==> config.mk <==
export PLATFORM = sky130hd
export DESIGN_NAME = nubus_slave_ctrl_flat
export DESIGN_NICKNAME = d
export VERILOG_FILES = /design/src/rtl/nubus_slave_ctrl_if.sv /design/src/rtl/nubus_slave_ctrl.sv /design/src/flat_wrapper.sv
export SDC_FILE = /design/constraint.sdc
export NUM_CORES = 1
export LEC_CHECK = 0
export ABC_AREA = 1
export CORE_ASPECT_RATIO = 0.8
export CORE_MARGIN = 10
export CORE_UTILIZATION = 43
export CTS_BUF_LIST = sky130_fd_sc_hd__clkbuf_16
export DETAILED_ROUTE_END_ITERATION = 7
export GPL_ROUTABILITY_DRIVEN = 1
export PLACE_DENSITY = 0.9
export SYNTH_ARGS = -nofsm -noshare
export SYNTH_HDL_FRONTEND = slang
export SYNTH_SLANG_ARGS = --single-unit
==> constraint.sdc <==
create_clock -name nub_clkn -period 1.8 [get_ports nub_clkn]
set_input_delay 0.54 -clock nub_clkn [delete_from_list [all_inputs] [get_ports nub_clkn]]
set_output_delay 0.54 -clock nub_clkn [all_outputs]
set_load 0.01 [all_outputs]
==> src/rtl/nubus_slave_ctrl_if.sv <==
// NuBus slave controller bus bundle: pad-side NuBus signals plus the
// card-local memory handshake, grouped so the controller takes one port.
interface nubus_slave_ctrl_if;
  // NuBus pads (all active low)
  logic        nub_startn;
  logic        nub_ackn;
  logic        nub_tm1n;
  logic        nub_tm0n;
  logic [31:0] nub_adn;
  logic [3:0]  nub_idn;

  // Memory fabric responses
  logic        mem_ready;
  logic [31:0] mem_rdata;

  // Memory fabric requests
  logic        mem_valid_o;
  logic [3:0]  mem_write_o;
  logic [31:0] mem_addr_o;
  logic [31:0] mem_wdata_o;
  logic        mem_myslot;
  logic        mem_myexp;

  // Slave-driven NuBus signals
  logic        slv_slave_o;
  logic        slv_ackn_o;
  logic        slv_tm1n_o;
  logic        slv_tm0n_o;
  logic [31:0] slv_adn_o;
  logic        slv_ad_oe_o;
  logic        slv_err_o;

  modport slave (
    input  nub_startn, nub_ackn, nub_tm1n, nub_tm0n, nub_adn, nub_idn,
    input  mem_ready, mem_rdata,
    output mem_valid_o, mem_write_o, mem_addr_o, mem_wdata_o, mem_myslot, mem_myexp,
    output slv_slave_o, slv_ackn_o, slv_tm1n_o, slv_tm0n_o, slv_adn_o, slv_ad_oe_o,
    output slv_err_o
  );

  modport master (
    output nub_startn, nub_ackn, nub_tm1n, nub_tm0n, nub_adn, nub_idn,
    output mem_ready, mem_rdata,
    input  mem_valid_o, mem_write_o, mem_addr_o, mem_wdata_o, mem_myslot, mem_myexp,
    input  slv_slave_o, slv_ackn_o, slv_tm1n_o, slv_tm0n_o, slv_adn_o, slv_ad_oe_o,
    input  slv_err_o
  );
endinterface

==> src/rtl/nubus_slave_ctrl.sv <==
// NuBus slave controller: decodes slot / super-slot space, runs a registered
// memory handshake with byte-lane enables, and closes every bus cycle with a
// one-cycle ACK carrying complete, error or timeout status.
module nubus_slave_ctrl #(
  parameter logic [3:0]  SLOTS_ADDRESS  = 4'hF,
  parameter bit          SUPER_ENABLE   = 1'b1,
  parameter logic [3:0]  EXPANSION_MASK = 4'hC,
  parameter logic [3:0]  EXPANSION_ADDR = 4'h0,
  parameter int unsigned TIMEOUT_CYCLES = 255,
  parameter int unsigned TIMEOUT_W      = 8
) (
  input logic               nub_clkn,
  input logic               nub_reset,
  nubus_slave_ctrl_if.slave bus
);

  typedef enum logic [1:0] {StIdle, StAccess, StAck} state_e;

  // Status encodings as {tm1n, tm0n}
  localparam logic [1:0] StatComplete = 2'b00;
  localparam logic [1:0] StatError    = 2'b01;
  localparam logic [1:0] StatTimeout  = 2'b10;
  localparam logic [1:0] StatIdle     = 2'b11;

  // Counter value on the last permitted ACCESS cycle without ready
  localparam logic [TIMEOUT_W-1:0] WaitLast = TIMEOUT_W'(TIMEOUT_CYCLES - 1);

  function automatic logic dec_slot(input logic [31:0] a, input logic [3:0] id);
    return ((a[31:28] == SLOTS_ADDRESS) && (a[27:24] == id)) ||
           (SUPER_ENABLE && (a[31:28] == id) && (id != 4'h0));
  endfunction

  function automatic logic dec_exp(input logic [31:0] a);
    return (a[31:28] & EXPANSION_MASK) == EXPANSION_ADDR;
  endfunction

  state_e                state_q, state_d;
  logic [31:0]           addr_q, addr_d;
  logic [31:0]           wdata_q, wdata_d;
  logic                  tm1n_q, tm1n_d;
  logic                  tm0n_q, tm0n_d;
  logic                  valid_q, valid_d;
  logic                  first_q, first_d;
  logic [TIMEOUT_W-1:0]  wait_q, wait_d;
  logic [31:0]           adn_q, adn_d;
  logic                  ackn_q, ackn_d;
  logic [1:0]            stat_q, stat_d;
  logic                  ad_oe_q, ad_oe_d;
  logic                  err_q, err_d;

  logic [3:0]  card_id;
  logic [31:0] bus_addr;
  logic        start_hit;
  logic        reserved;
  logic [3:0]  lanes;

  assign card_id   = ~bus.nub_idn;
  assign bus_addr  = ~bus.nub_adn;
  // Attention cycles (START with ACK) never open a transaction
  assign start_hit = !bus.nub_startn && bus.nub_ackn && dec_slot(bus_addr, card_id);
  assign reserved  = bus.nub_tm0n && (bus_addr[1:0] == 2'b11);

  // Next-state, latches and ACK-cycle outputs
  always_comb begin
    state_d = state_q;
    addr_d  = addr_q;
    wdata_d = wdata_q;
    tm1n_d  = tm1n_q;
    tm0n_d  = tm0n_q;
    valid_d = valid_q;
    first_d = first_q;
    wait_d  = wait_q;
    adn_d   = adn_q;
    ackn_d  = 1'b1;
    stat_d  = StatIdle;
    ad_oe_d = 1'b0;
    err_d   = 1'b0;

    unique case (state_q)
      StIdle: begin
        if (start_hit) begin
          addr_d = bus_addr;
          tm1n_d = bus.nub_tm1n;
          tm0n_d = bus.nub_tm0n;
          wait_d = '0;
          if (reserved) begin
            // Reserved encoding is refused without touching memory
            state_d = StAck;
            ackn_d  = 1'b0;
            stat_d  = StatError;
            err_d   = 1'b1;
          end else begin
            state_d = StAccess;
            valid_d = 1'b1;
            first_d = 1'b1;
          end
        end
      end
      StAccess: begin
        first_d = 1'b0;
        if (first_q) wdata_d = bus_addr;
        // Ready takes priority over an expiring timeout
        if (bus.mem_ready) begin
          state_d = StAck;
          valid_d = 1'b0;
          ackn_d  = 1'b0;
          stat_d  = StatComplete;
          if (tm1n_q) begin
            adn_d   = ~bus.mem_rdata;
            ad_oe_d = 1'b1;
          end
        end else begin
          wait_d = wait_q + TIMEOUT_W'(1);
          if (wait_q == WaitLast) begin
            state_d = StAck;
            valid_d = 1'b0;
            ackn_d  = 1'b0;
            stat_d  = StatTimeout;
            err_d   = 1'b1;
          end
        end
      end
      StAck: begin
        state_d = StIdle;
        wait_d  = '0;
      end
      default: state_d = StIdle;
    endcase
  end

  // State register with synchronous reset
  always_ff @(posedge nub_clkn) begin
    if (nub_reset) begin
      state_q <= StIdle;
      addr_q  <= '0;
      wdata_q <= '0;
      tm1n_q  <= 1'b1;
      tm0n_q  <= 1'b1;
      valid_q <= 1'b0;
      first_q <= 1'b0;
      wait_q  <= '0;
      adn_q   <= '1;
      ackn_q  <= 1'b1;
      stat_q  <= StatIdle;
      ad_oe_q <= 1'b0;
      err_q   <= 1'b0;
    end else begin
      state_q <= state_d;
      addr_q  <= addr_d;
      wdata_q <= wdata_d;
      tm1n_q  <= tm1n_d;
      tm0n_q  <= tm0n_d;
      valid_q <= valid_d;
      first_q <= first_d;
      wait_q  <= wait_d;
      adn_q   <= adn_d;
      ackn_q  <= ackn_d;
      stat_q  <= stat_d;
      ad_oe_q <= ad_oe_d;
      err_q   <= err_d;
    end
  end

  // Byte-lane write enables from the latched mode and address
  always_comb begin
    lanes = 4'b0000;
    if (valid_q && !tm1n_q) begin
      if (!tm0n_q) begin
        lanes = 4'b0001 << addr_q[1:0];
      end else begin
        unique case (addr_q[1:0])
          2'b00:   lanes = 4'b1111;
          2'b01:   lanes = 4'b0011;
          2'b10:   lanes = 4'b1100;
          default: lanes = 4'b0000;
        endcase
      end
    end
  end

  assign bus.mem_valid_o = valid_q;
  assign bus.mem_write_o = lanes;
  assign bus.mem_addr_o  = addr_q;
  assign bus.mem_wdata_o = wdata_q;
  assign bus.mem_myslot  = dec_slot(addr_q, card_id);
  assign bus.mem_myexp   = dec_exp(addr_q);
  assign bus.slv_slave_o = (state_q != StIdle);
  assign bus.slv_ackn_o  = ackn_q;
  assign bus.slv_tm1n_o  = stat_q[1];
  assign bus.slv_tm0n_o  = stat_q[0];
  assign bus.slv_adn_o   = adn_q;
  assign bus.slv_ad_oe_o = ad_oe_q;
  assign bus.slv_err_o   = err_q;

endmodule

==> src/flat_wrapper.sv <==
// flat-port wrapper written by rule: the top's interface ports become plain ports
module nubus_slave_ctrl_flat 
#(
  parameter logic [3:0]  SLOTS_ADDRESS  = 4'hF,
  parameter bit          SUPER_ENABLE   = 1'b1,
  parameter logic [3:0]  EXPANSION_MASK = 4'hC,
  parameter logic [3:0]  EXPANSION_ADDR = 4'h0,
  parameter int unsigned TIMEOUT_CYCLES = 255,
  parameter int unsigned TIMEOUT_W      = 8
)
  (nub_clkn, nub_reset, bus_nub_startn, bus_nub_ackn, bus_nub_tm1n, bus_nub_tm0n, bus_nub_adn, bus_nub_idn, bus_mem_ready, bus_mem_rdata, bus_mem_valid_o, bus_mem_write_o, bus_mem_addr_o, bus_mem_wdata_o, bus_mem_myslot, bus_mem_myexp, bus_slv_slave_o, bus_slv_ackn_o, bus_slv_tm1n_o, bus_slv_tm0n_o, bus_slv_adn_o, bus_slv_ad_oe_o, bus_slv_err_o);
  nubus_slave_ctrl_if bus_i ();
  input logic nub_clkn;
  input logic nub_reset;
  input wire logic [$bits(bus_i.nub_startn)-1:0] bus_nub_startn;
  input wire logic [$bits(bus_i.nub_ackn)-1:0] bus_nub_ackn;
  input wire logic [$bits(bus_i.nub_tm1n)-1:0] bus_nub_tm1n;
  input wire logic [$bits(bus_i.nub_tm0n)-1:0] bus_nub_tm0n;
  input wire logic [$bits(bus_i.nub_adn)-1:0] bus_nub_adn;
  input wire logic [$bits(bus_i.nub_idn)-1:0] bus_nub_idn;
  input wire logic [$bits(bus_i.mem_ready)-1:0] bus_mem_ready;
  input wire logic [$bits(bus_i.mem_rdata)-1:0] bus_mem_rdata;
  output wire logic [$bits(bus_i.mem_valid_o)-1:0] bus_mem_valid_o;
  output wire logic [$bits(bus_i.mem_write_o)-1:0] bus_mem_write_o;
  output wire logic [$bits(bus_i.mem_addr_o)-1:0] bus_mem_addr_o;
  output wire logic [$bits(bus_i.mem_wdata_o)-1:0] bus_mem_wdata_o;
  output wire logic [$bits(bus_i.mem_myslot)-1:0] bus_mem_myslot;
  output wire logic [$bits(bus_i.mem_myexp)-1:0] bus_mem_myexp;
  output wire logic [$bits(bus_i.slv_slave_o)-1:0] bus_slv_slave_o;
  output wire logic [$bits(bus_i.slv_ackn_o)-1:0] bus_slv_ackn_o;
  output wire logic [$bits(bus_i.slv_tm1n_o)-1:0] bus_slv_tm1n_o;
  output wire logic [$bits(bus_i.slv_tm0n_o)-1:0] bus_slv_tm0n_o;
  output wire logic [$bits(bus_i.slv_adn_o)-1:0] bus_slv_adn_o;
  output wire logic [$bits(bus_i.slv_ad_oe_o)-1:0] bus_slv_ad_oe_o;
  output wire logic [$bits(bus_i.slv_err_o)-1:0] bus_slv_err_o;
  assign bus_i.nub_startn = bus_nub_startn;
  assign bus_i.nub_ackn = bus_nub_ackn;
  assign bus_i.nub_tm1n = bus_nub_tm1n;
  assign bus_i.nub_tm0n = bus_nub_tm0n;
  assign bus_i.nub_adn = bus_nub_adn;
  assign bus_i.nub_idn = bus_nub_idn;
  assign bus_i.mem_ready = bus_mem_ready;
  assign bus_i.mem_rdata = bus_mem_rdata;
  assign bus_mem_valid_o = bus_i.mem_valid_o;
  assign bus_mem_write_o = bus_i.mem_write_o;
  assign bus_mem_addr_o = bus_i.mem_addr_o;
  assign bus_mem_wdata_o = bus_i.mem_wdata_o;
  assign bus_mem_myslot = bus_i.mem_myslot;
  assign bus_mem_myexp = bus_i.mem_myexp;
  assign bus_slv_slave_o = bus_i.slv_slave_o;
  assign bus_slv_ackn_o = bus_i.slv_ackn_o;
  assign bus_slv_tm1n_o = bus_i.slv_tm1n_o;
  assign bus_slv_tm0n_o = bus_i.slv_tm0n_o;
  assign bus_slv_adn_o = bus_i.slv_adn_o;
  assign bus_slv_ad_oe_o = bus_i.slv_ad_oe_o;
  assign bus_slv_err_o = bus_i.slv_err_o;
  nubus_slave_ctrl #(.SLOTS_ADDRESS(SLOTS_ADDRESS), .SUPER_ENABLE(SUPER_ENABLE), .EXPANSION_MASK(EXPANSION_MASK), .EXPANSION_ADDR(EXPANSION_ADDR), .TIMEOUT_CYCLES(TIMEOUT_CYCLES), .TIMEOUT_W(TIMEOUT_W)) u_core (.nub_clkn(nub_clkn), .nub_reset(nub_reset), .bus(bus_i));
endmodule
==> results_tabular.tex, run 1 <==
\begin{tabular}{lr}
\hline
Metric & Value \\
\hline
\multicolumn{2}{l}{\textbf{Detailed routing}} \\
\quad Wire length per cell after detailed routing & between 15 and 20 um \\
\quad DR DRC count & 0 \\
\quad Number of DRC markers in iteration 0 & between 200 and 300 \\
\quad Post-detailed-route via-to-cell ratio & approximately 5.2 \\
\quad Antenna violation net count after detailed routing & 0 \\
\quad First-pass detailed-route iteration total & 5 \\
\quad Via total after detailed routing & 4949 \\
\quad Total routed wirelength & $\sim$17000 um \\
\multicolumn{2}{l}{\textbf{Final layout}} \\
\quad Share of final-layout standard cells stronger than drive strength 1 & just over 20\% \\
\quad Layout fillers & about 790 \\
\quad Most common cell after layout, fill and taps aside & dlygate4sd2\_1 \\
\quad Commonest non-fill, non-tap cells in the layout & 109 x dlygate4sd2\_1, 108 x dfxtp\_1, 92 x nand2\_1 \\
\quad Layout Cell Area excl Fill & between 0.007 and 0.008 mm2 \\
\quad Fraction of the core area covered by cells at the end of the flow & between 70 and 80\% \\
\quad Area occupied by registers & 0.00231 mm2 \\
\quad Layout Nets & 872 \\
\quad Antenna Cells & 0 \\
\quad Signed area change from the synthesized netlist to the final layout & 63.6\% \\
\quad Area occupied by multi-input gates & 0.00206 mm2 \\
\multicolumn{2}{l}{\textbf{CTS}} \\
\quad Clock tree from TritonCTS & yes \\
\quad CTS root buf & clkbuf\_16 \\
\quad Number of buffers between clock root and the deepest sink & 2 \\
\quad Clock-pin transition on the worst setup and hold timing paths & 0.06 ns \\
\quad Number of buffers inserted for hold repair after clock tree synthesis & 0 \\
\quad Worst skew pair latency & between 0.4 and 0.5 ns \\
\quad Clock buffers created by TritonCTS & 17 \\
\quad Maximum level of the CTS H-tree & 4 \\
\quad TritonCTS sink count & between 100 and 150 \\
\multicolumn{2}{l}{\textbf{STA}} \\
\quad Post-route minimum period & 1.94 ns \\
\quad Transition time of the tightest slew-check pin & about 0.39 ns \\
\quad Worst rel slew slack & $\sim$74\% \\
\quad Clock tree skew after final layout & between 0.007 and 0.008 ns \\
\quad Final period util & 108\% \\
\quad Maximum achievable frequency & about 520 MHz \\
\quad Number of failing setup endpoints in the final timing report & 1 \\
\quad RSZ-0062 raised after global routing & true \\
\quad Number of hold-slack violations in the final timing report & 0 \\
\quad Slew Viols, Final & 0 \\
\quad Post-route setup slack & -0.140 ns \\
\multicolumn{2}{l}{\textbf{Place}} \\
\quad Setup Slack @ Placement & -0.938 ns \\
\quad Instance area at placement & between 0.006 and 0.007 mm2 \\
\quad Number of buffers inserted by port buffering & approximately 180 \\
\quad Final weighted congestion in routability-driven placement & about 0.95 \\
\quad HPWL after DPL & 11600 um \\
\multicolumn{2}{l}{\textbf{Outcome}} \\
\quad Violations in the final reports & setup timing \\
\quad Outcome & finished with violations \\
\multicolumn{2}{l}{\textbf{Power and ir drop}} \\
\quad Power density cells & just under 900 mW/mm2 \\
\quad Leakage component of the power & about 0.0032 uW \\
\quad Sum of internal, switching and leakage power & about 6600 uW \\
\quad Highest ir drop seen on vdd & $\sim$0.66 mV \\
\multicolumn{2}{l}{\textbf{Synthesis}} \\
\quad Most area-consuming cells after synthesis & dfxtp\_1 50\%, a21oi\_1 9.1\%, o21ai\_0 7.7\% \\
\quad Dominant synthesized flop cell & dfxtp\_1 \\
\quad Unique masters post-synth & 32 \\
\quad Part of the Yosys area used for sequential elements & roughly half \\
\quad Largest area contributor in the synthesized netlist & dfxtp\_1 \\
\quad Async SR Flop Fraction & 0\% \\
\quad Count of yosys warnings during synthesis & 0 \\
\quad Cell area after synthesis & around 0.0046 mm2 \\
\quad Share of Yosys cell area claimed by the top area cell type & approximately half \\
\quad Post-synthesis sequential element count & between 100 and 150 \\
\quad Synthesized instance count & 572 \\
\quad Number of enable flip-flop cells after synthesis & 0 \\
\quad Avg Inst Size Synth & roughly 8 um2 \\
\quad Net count of the mapped netlist & 649 \\
\multicolumn{2}{l}{\textbf{Setup path}} \\
\quad CP endpoint kind & output pin \\
\quad Type of origin of the critical path & flop \\
\quad Maximum fanout along the worst path & 3 \\
\quad Required time reported for the critical path endpoint & roughly 1.3 ns \\
\quad Critical path class & flop to output pin \\
\quad Data arrival time at the worst-slack endpoint & about 1.4 ns \\
\multicolumn{2}{l}{\textbf{Floorplanning}} \\
\quad Top-level I/O count & approximately 180 \\
\quad Initial standard-cell utilization of the core & between 40\% and 50\% \\
\quad Number of rows in the core area & 33 \\
\quad Core area & slightly above 0.01 mm2 \\
\quad Total Die Area & $\sim$0.015 mm2 \\
\quad Y dimension of the die & 112 um \\
\quad Die X-Extent & 135 um \\
\multicolumn{2}{l}{\textbf{Min path}} \\
\quad Worst hold-check path type & flop to flop \\
\multicolumn{2}{l}{\textbf{Global routing}} \\
\quad Wire length of the first global-routing pass & $\sim$26000 um \\
\quad Number of antenna violations at the first check in global routing & 0 \\
\quad Maximum number of pins on one net before global-route repair & 70 \\
\quad Met3 usage & 9.98\% \\
\quad GR met2 Demand/Resource & 36.7\% \\
\quad Total overflow reported by the global router & 0 \\
\quad Most Used Layer, Global Route & met2 \\
\quad Total global-route track usage & a little over a fifth \\
\quad Vias in the first global route & 5047 \\
\quad Met1 global-route usage & between 20 and 25\% \\
\multicolumn{2}{l}{\textbf{Run}} \\
\quad MaxCap Viol Count & 0 \\
\hline
\end{tabular}
-- final cells by class --
| cell class | instances | area share, % |
|---|---|---|
| multi-input combinational | 386 | 27.4 |
| timing repair buffer | 238 | 29.3 |
| clock buffer | 17 | 5.67 |
| sequential | 115 | 30.8 |
| clock inverter | 15 | 2.52 |
| inverter | 37 | 1.98 |
| tap | 140 | 2.33 |
-- worst max-delay path: stages (launching register included) --
cell and delay (ns):
dfxtp_2 0.33, buf_6 0.11, a221oi_4 0.27, o2bb2ai_2 0.13, buf_2 0.15
-- final timing paths --
check | start | to | slack, ns | depth (start not counted)
worst min-delay path | u_core.bus.mem_wdata_o[8] | u_core.bus.mem_wdata_o[8] | 0.46 | 2
worst max-delay path | u_core.bus.mem_addr_o[25] | bus_mem_myslot | -0.14 | 4
worst max register to register | u_core.state_q[0] | u_core.bus.mem_addr_o[17] | 0.25 | 8
worst min register to register | u_core.bus.mem_wdata_o[8] | u_core.bus.mem_wdata_o[8] | 0.46 | 2
-- cells by family after synthesis --
family,after synthesis,synth area share (%)
xor gates and xnor gates,6,1.15
AOI/OAI and AO/OA,177,21.1
adders and majority gates,2,0.545
buffers and inverters,72,6.87
DFF,115,50.2
and+or+nand+nor,200,20.1
-- per-stage QoR --
step           hold WS (ns)  cells  TNS [ns]
3_3_place_gp          0.450    909    -27.48
5_1_grt               0.473    948    -0.315
3_5_place_dp          0.457    909    -31.17
2_1_floorplan         0.461    572         0
6_report              0.463    948    -0.140
4_1_cts               0.461    947    -0.239
-- report_power, final --
part,switching [uW],internal [uW]
Clock,1200,2300
Combinational,231,260
Sequential,22.6,2580
Total,1460,5140
-- cell usage after synthesis, drive strengths merged (2+ instances only) --
library cell  number
a21oi            103
buf               14
clkbuf            21
dfxtp            115
ha                 2
inv               36
nand2             95
nand3             24
nand4             13
nor2              39
nor3               2
nor3b              2
o21ai             71
or2               24
xnor2              3
xor2               3
-- what timing repair did --
item                       4_1_cts  5_1_grt
gates cloned                     4        0
pin swaps                        6       11
gates resized for setup        166       31
setup endpoints to repair      158       28
setup buffers                    2        1
-- sequential cells by signal (all words and copies together) (netlist names) --
signal and count:
u_core.tm1n_q 1, u_core.bus.mem_wdata_o 32, u_core.bus.slv_adn_o 32, u_core.bus.slv_ackn_o 1, u_core.stat_q 2, u_core.tm0n_q 1
u_core.wait_q 8, u_core.bus.mem_valid_o 1, u_core.state_q 2, u_core.bus.mem_addr_o 32, u_core.bus.slv_err_o 1, u_core.first_q 1
u_core.bus.slv_ad_oe_o 1
-- layer usage --
layer | routed length, um | share of wire (%)
met4 | 361 | 2.1
met3 | 1900 | 11
met1 | 6300 | 37
met2 | 8400 | 50
met5 | 0 | 0
Note: power is estimated with default switching activity, not from simulation.
==> run 2, diff against run 1 <==
Settings changed: CORE_UTILIZATION 43 to 40, PLACE_DENSITY 0.9 to 0.85.
==> run 2 against run 1 <==
- the flow still finishes with violations (setup timing)
- global-route usage shrank 2.1 points
- highest routed layer unchanged
- power shrank 1.2%
- largest power group unchanged
- wire length shrank 1.8%
- clock power shrank 2%
==> results_tabular.tex, run 2 (synthesized netlist as in run 1, its figures left out) <==
\begin{tabular}{lr}
\hline
Metric & Value \\
\hline
\multicolumn{2}{l}{\textbf{Outcome}} \\
\quad Outcome & finished with violations \\
\quad Violations in the final reports & setup timing \\
\multicolumn{2}{l}{\textbf{Floorplanning}} \\
\quad Y dimension of the die & 116 um (+3.0\%) \\
\quad Number of rows in the core area & 34 (+3.0\%) \\
\quad Die X-Extent & 140 um (+3.1\%) \\
\quad Total Die Area & 0.0162 mm2 (+6.3\%) \\
\quad Core area & 0.0111 mm2 (+7.2\%) \\
\quad Top-level I/O count & 184 (unchanged) \\
\quad Initial standard-cell utilization of the core & 41.5\% (-3.0 points) \\
\multicolumn{2}{l}{\textbf{Setup path}} \\
\quad CP max stage cell & dfxtp\_2 \\
\quad Maximum fanout along the worst path & 2 (-1) \\
\quad R2R Path Start & u\_core.state\_q[1] \\
\quad Worst path cell trace & inv\_1 -> nand2\_1 -> o21ai\_1 -> nor3\_2 -> o2bb2ai\_2 -> buf\_2 \\
\quad CP max stage delay & 0.33 ns (about the same) \\
\quad Endpoint of the worst register-to-register path & u\_core.bus.mem\_wdata\_o[13] \\
\quad Number of buffer and inverter stages on the critical path & 2 (unchanged) \\
\quad Path depth of the worst reg2reg path & 6 (-2) \\
\quad Type of origin of the critical path & flop \\
\quad Register-to-Register Setup Slack & 0.27 ns (+0.02 ns) \\
\quad Required time reported for the critical path endpoint & 1.26 ns (about the same) \\
\quad Kind of cell with the highest combined delay on the critical path & flip-flops \\
\quad CP endpoint kind & output pin \\
\quad Data arrival time at the worst-slack endpoint & 1.43 ns (+0.03 ns) \\
\quad Critical path class & flop to output pin \\
\multicolumn{2}{l}{\textbf{STA}} \\
\quad Worst rel slew slack & 76.5\% (+2.3 points) \\
\quad Transition time of the tightest slew-check pin & 0.352 ns (-0.0339 ns) \\
\quad Post-route minimum period & 1.97 ns (+0.0293 ns) \\
\quad Final period util & 109\% (+1.6 points) \\
\quad Maximum achievable frequency & 508 MHz (-1.5\%) \\
\quad Slew Viols, Final & 0 (unchanged) \\
\quad Final worst hold slack & 0.391 ns (-0.0720 ns) \\
\quad Number of hold-slack violations in the final timing report & 0 (unchanged) \\
\quad RSZ-0062 raised after global routing & true \\
\quad Clock tree skew after final layout & 0.0119 ns (+0.00440 ns) \\
\quad Number of failing setup endpoints in the final timing report & 1 (unchanged) \\
\quad Post-route setup slack & -0.170 ns (-0.0293 ns) \\
\multicolumn{2}{l}{\textbf{Detailed routing}} \\
\quad Antenna violation net count after detailed routing & 0 (unchanged) \\
\quad DR DRC count & 0 (unchanged) \\
\quad Number of DRC markers in iteration 0 & 272 (-2.9\%) \\
\quad Via total after detailed routing & 4942 (-0.14\%) \\
\quad Wire length per cell after detailed routing & 17.4 um (-2.5\%) \\
\quad Post-detailed-route via-to-cell ratio & 5.17 (-0.87\%) \\
\quad First-pass detailed-route iteration total & 5 (unchanged) \\
\quad Total routed wirelength & 16700 um (-1.8\%) \\
\multicolumn{2}{l}{\textbf{Place}} \\
\quad Number of buffers inserted by port buffering & 183 (unchanged) \\
\quad HPWL after DPL & 11700 um (+0.29\%) \\
\quad Final weighted congestion in routability-driven placement & 0.888 (-6.8\%) \\
\quad Placed insts & 915 (+0.66\%) \\
\multicolumn{2}{l}{\textbf{CTS}} \\
\quad Number of buffers between clock root and the deepest sink & 2 (unchanged) \\
\quad Clock tree from TritonCTS & yes \\
\quad Worst skew pair latency & 0.41 ns (about the same) \\
\quad CTS root buf & clkbuf\_16 \\
\quad Clock-pin transition on the worst setup and hold timing paths & 0.05 ns (about the same) \\
\quad Maximum level of the CTS H-tree & 4 (unchanged) \\
\quad Clock buffers created by TritonCTS & 17 (unchanged) \\
\quad Number of buffers inserted for hold repair after clock tree synthesis & 0 (unchanged) \\
\quad TritonCTS sink count & 115 (unchanged) \\
\multicolumn{2}{l}{\textbf{Final layout}} \\
\quad Commonest non-fill, non-tap cells in the layout & 106 x dlygate4sd2\_1, 105 x dfxtp\_1, 91 x nand2\_1 \\
\quad Layout Nets & 876 (+0.46\%) \\
\quad Layout fillers & 880 (+11\%) \\
\quad Share of final-layout standard cells stronger than drive strength 1 & 22.2\% (+1.4 points) \\
\quad Layout Cells excl Fill & 955 (+0.74\%) \\
\quad Antenna Cells & 0 (unchanged) \\
\quad Signed area change from the synthesized netlist to the final layout & 63.3\% \\
\quad Most common cell after layout, fill and taps aside & dlygate4sd2\_1 \\
\multicolumn{2}{l}{\textbf{Power and ir drop}} \\
\quad Leakage component of the power & 0.00323 uW (+0.15\%) \\
\quad Power density cells & 870 mW/mm2 (-1.0\%) \\
\quad Highest ir drop seen on vdd & 0.735 mV (+12\%) \\
\multicolumn{2}{l}{\textbf{Run}} \\
\quad MaxCap Viol Count & 0 (unchanged) \\
\multicolumn{2}{l}{\textbf{Global routing}} \\
\quad Number of antenna violations at the first check in global routing & 0 (unchanged) \\
\quad Wire length of the first global-routing pass & 25800 um (-2.8\%) \\
\quad Total global-route track usage & 19.5\% (-2.1 points) \\
\quad Vias in the first global route & 5093 (+0.91\%) \\
\quad Maximum number of pins on one net before global-route repair & 70 (unchanged) \\
\quad Total overflow reported by the global router & 0 (unchanged) \\
\multicolumn{2}{l}{\textbf{Min path}} \\
\quad Worst hold endpoint & u\_core.bus.mem\_addr\_o[31] \\
\quad Worst hold-check path type & input pin to flop \\
\quad Hold path start & bus\_nub\_adn[31] \\
\quad Hold Path Cell Cnt & 2 (unchanged) \\
\hline
\end{tabular}
==> run 2: cell types whose count changed in the layout (fill, tap and decap cells not counted), moves of 3 or more <==
cell           previous run  this run
buf_4                    44        50
nor2_1                   36        31
nor2_2                    1         6
clkinv_2                  1         5
clkbuf_2                  1         4
dfxtp_1                 108       105
dlygate4sd2_1           109       106
o21ai_0                  60        63
o21ai_1                  10         7
==> run 2: report_power, final <==
part           leakage, uW  switching, uW  internal, uW
sequential        0.000933           21.8          2580
clock             0.000298           1160          2280
combinational      0.00200            230           259
==> run 2: per-stage QoR <==
| stage | worst slack (ns) | setup TNS (ns) | area (um2) | power [uW] | util, % |
|---|---|---|---|---|---|
| floorplan | 0.0773 | 0 | 4590 | 2810 | - |
| global placement | -0.907 | -27.65 | 6860 | 3110 | 62.0 |
| detailed placement | -0.959 | -30.71 | 6860 | 3130 | 62.0 |
| CTS | -0.149 | -0.226 | 7430 | 6540 | 67.2 |
| global route | -0.290 | -0.374 | 7490 | 6720 | 67.8 |
| finish | -0.170 | -0.170 | 7490 | 6520 | 67.8 |
==> run 2: timing repair <==
| item | in CTS | in global routing |
|---|---|---|
| setup buffers | 3 | 4 |
| pin swaps | 3 | 12 |
| resized for setup | 170 | 36 |
| cloned | 2 | 0 |
| endpoints found under the setup margin | 158 | 43 |
==> run 2: worst reg2reg max path: stages, from the launching register on <==
cell and delay [ns]:
dfxtp_1 0.32, buf_4 0.16, nor2_4 0.21, nand2_1 0.13, buf_12 0.20, or2_2 0.32, a21oi_1 0.13
==> run 2: layer usage <==
| metal | up-vias | GRT usage (%) | share of wire [%] |
|---|---|---|---|
| li1 | 2370 | - | - |
| met1 | 2312 | 19.5 | 38 |
| met2 | 242 | 33.9 | 49 |
| met3 | 18 | 11.2 | 12 |
| met4 | 0 | 6.11 | 1.1 |
| met5 | - | 0 | 0 |
==> run 2: area by class of cell <==
class | count | area, um2 | share of cell area (%)
sequential | 115 | 2320 | 31.0
multi-input combinational | 385 | 2040 | 27.2
clock inverter | 14 | 171 | 2.29
clock buffer | 17 | 425 | 5.68
tap | 144 | 180 | 2.40
inverter | 37 | 146 | 1.95
timing repair buffer | 243 | 2210 | 29.5
==> run 2: how the worst max path moves through the flow <==
stage                                 to  cells after the start                       from
after CTS                 bus_mem_myslot                      6  u_core.bus.mem_addr_o[25]
after global placement    bus_mem_myslot                      5             bus_nub_idn[2]
after global routing      bus_mem_myslot                      6  u_core.bus.mem_addr_o[25]
after detailed placement  bus_mem_myslot                      5             bus_nub_idn[2]
after floorplan           bus_mem_myslot                      5             bus_nub_idn[3]
final                     bus_mem_myslot                      6  u_core.bus.mem_addr_o[25]
==> patch: new RTL, settings of run 2 <==
`SUPER_ENABLE` is set to 1'b1 in 2 places; all go to 1'b0.
--- a/src/rtl/nubus_slave_ctrl.sv
+++ b/src/rtl/nubus_slave_ctrl.sv
@@ -3,7 +3,7 @@
 // one-cycle ACK carrying complete, error or timeout status.
 module nubus_slave_ctrl #(
   parameter logic [3:0]  SLOTS_ADDRESS  = 4'hF,
-  parameter bit          SUPER_ENABLE   = 1'b1,
+  parameter bit          SUPER_ENABLE   = 1'b0,
   parameter logic [3:0]  EXPANSION_MASK = 4'hC,
   parameter logic [3:0]  EXPANSION_ADDR = 4'h0,
   parameter int unsigned TIMEOUT_CYCLES = 255,
--- a/src/flat_wrapper.sv
+++ b/src/flat_wrapper.sv
@@ -2,7 +2,7 @@
 module nubus_slave_ctrl_flat 
 #(
   parameter logic [3:0]  SLOTS_ADDRESS  = 4'hF,
-  parameter bit          SUPER_ENABLE   = 1'b1,
+  parameter bit          SUPER_ENABLE   = 1'b0,
   parameter logic [3:0]  EXPANSION_MASK = 4'hC,
   parameter logic [3:0]  EXPANSION_ADDR = 4'h0,
   parameter int unsigned TIMEOUT_CYCLES = 255,
Behaviour: not the same (a bounded check fails within 4 cycles, from zero or initial values and one cycle with nub_reset high).
==> patch against run 2 <==
The flow still finishes with violations (negative setup slack); core utilization decreased by 0.50 points; worst setup slack improved by 110 ps; routed wire length decreased by 7.0%; sequential cell count unchanged; design area decreased by 2.3%; total power decreased by 3.8%; area after synthesis decreased by 2.9%; critical path depth decreased by 3; critical path type unchanged; largest cell class unchanged.
==> patch: results (changes against run 2) <==
<table>
<tr><th>Metric</th><th>Value</th></tr>
<tr><th colspan="2">Run status</th></tr>
<tr><td>Status</td><td>finished with violations (unchanged)</td></tr>
<tr><td>Violations in the final reports</td><td>negative setup slack (unchanged)</td></tr>
<tr><th colspan="2">Logic synthesis</th></tr>
<tr><td>Sequential share of the synthesized area</td><td>0.517 (was 0.502)</td></tr>
<tr><td>Area share of fa/ha/maj cells after synthesis</td><td>0.00562 (was 0.00545)</td></tr>
<tr><td>Share of the synthesized area in the top cell type</td><td>0.517 (was 0.502)</td></tr>
<tr><td>Number of distinct library cells after synthesis</td><td>34 (was 32)</td></tr>
<tr><td>Most numerous cell types in the synthesized netlist</td><td>sky130_fd_sc_hd__dfxtp_1, sky130_fd_sc_hd__a21oi_1, sky130_fd_sc_hd__nand2_1 (was sky130_fd_sc_hd__dfxtp_1, sky130_fd_sc_hd__nand2_1, sky130_fd_sc_hd__a21oi_1)</td></tr>
<tr><th colspan="2">Global route</th></tr>
<tr><td>Overall global routing resource usage</td><td>0.194 (was 0.195)</td></tr>
<tr><td>Maximum number of pins on one net before global-route repair</td><td>66 (was 70)</td></tr>
<tr><td>Met1 global-route usage</td><td>0.216 (was 0.195)</td></tr>
<tr><td>Wire length of the first global-routing pass</td><td>24300 um (was 25800 um)</td></tr>
<tr><td>Number of global-route vias before repair</td><td>4787 (was 5093)</td></tr>
<tr><th colspan="2">Place</th></tr>
<tr><td>Final HPWL from detailed placement</td><td>11000 um (was 11700 um)</td></tr>
<tr><td>Placed Instance Area</td><td>6640 um2 (was 6860 um2)</td></tr>
<tr><td>Routability-driven placement congestion ratio</td><td>0.911 (was 0.888)</td></tr>
<tr><th colspan="2">STA</th></tr>
<tr><td>Number of failing setup endpoints in the final timing report</td><td>2 (was 1)</td></tr>
<tr><td>Slew at the pin closest to its max-slew limit</td><td>345 ps (was 352 ps)</td></tr>
<tr><td>Layout Skew</td><td>6.88 ps (was 11.9 ps)</td></tr>
<tr><td>Post-route worst setup slack</td><td>-60.2 ps (was -170 ps)</td></tr>
<tr><td>Summed negative setup slack over all endpoints</td><td>-96.1 ps (was -170 ps)</td></tr>
<tr><th colspan="2">Finish</th></tr>
<tr><td>Share of cells above drive strength 1</td><td>0.218 (was 0.222)</td></tr>
<tr><td>Nets@finish</td><td>835 (was 876)</td></tr>
<tr><th colspan="2">Worst hold path</th></tr>
<tr><td>Worst Hold Class</td><td>reg2reg (was in2reg)</td></tr>
<tr><th colspan="2">Power</th></tr>
<tr><td>Reported leakage power</td><td>3.12 nW (was 3.23 nW)</td></tr>
<tr><td>VDD IR max</td><td>0.677 mV (was 0.735 mV)</td></tr>
<tr><th colspan="2">Drt</th></tr>
<tr><td>Final WL</td><td>15500 um (was 16700 um)</td></tr>
<tr><td>Iteration-0 DRC Markers</td><td>304 (was 272)</td></tr>
<tr><td>Routed metal-1 wire length</td><td>6140 um (was 6320 um)</td></tr>
<tr><th colspan="2">Worst setup path</th></tr>
<tr><td>Gate family responsible for the most delay along the worst path</td><td>simple AND/OR/NAND/NOR gates (was flip-flops)</td></tr>
</table>
[patch: final timing paths]
path | startpoint | to | slack (ps) | depth (start not counted)
worst min register to register | u_core.bus.mem_wdata_o[10] | u_core.bus.mem_wdata_o[10] | 460 | 2
worst max-delay path | u_core.bus.mem_addr_o[30] | bus_mem_myslot | -60 | 3
worst min-delay path | u_core.bus.mem_wdata_o[10] | u_core.bus.mem_wdata_o[10] | 460 | 2
worst max register to register | u_core.state_q[0] | u_core.bus.mem_wdata_o[12] | 150 | 7
[patch: final cells by class]
cell class | instances | area share
clock buffers | 17 | 0.0581
clock inverters | 15 | 0.0251
inverters | 29 | 0.0149
multi-input cells | 359 | 0.258
flip-flops and latches | 115 | 0.316
well taps | 144 | 0.0246
repair buffers | 236 | 0.303
[patch: power breakdown]
group / leakage [nW] / switching [W] / internal, W / total [W]
clock network: 0.291 / 0.00123 / 0.00219 / 0.00342
registers: 0.930 / 0.00000235 / 0.00255 / 0.00255
logic: 1.90 / 0.000120 / 0.000179 / 0.000298
[patch: worst register-to-register path, delay by kind of cell (launching register included)]
kind / cells / cell delay [ps]
buf+inv: 3 / 540
flops: 1 / 380
simple gates: 3 / 500
compound gates: 1 / 150
[patch: through the flow]
step / instances / setup slack (ps) / power, W / hold slack [ps]
3_3_place_gp: 874 / -739 / 0.00290 / 450
5_1_grt: 915 / -107 / 0.00645 / 479
6_report: 915 / -60.2 / 0.00627 / 462
3_5_place_dp: 874 / -786 / 0.00291 / 455
2_1_floorplan: 538 / 174 / 0.00268 / 423
4_1_cts: 914 / -144 / 0.00631 / 461
[patch: timing repair]
item                                    4_1_cts  5_1_grt
pin swaps                                    15        9
hold buffers                                  0        0
cloned                                        4        0
gates resized for setup                     171       11
endpoints found under the setup margin      137       30
setup buffers                                 4        1
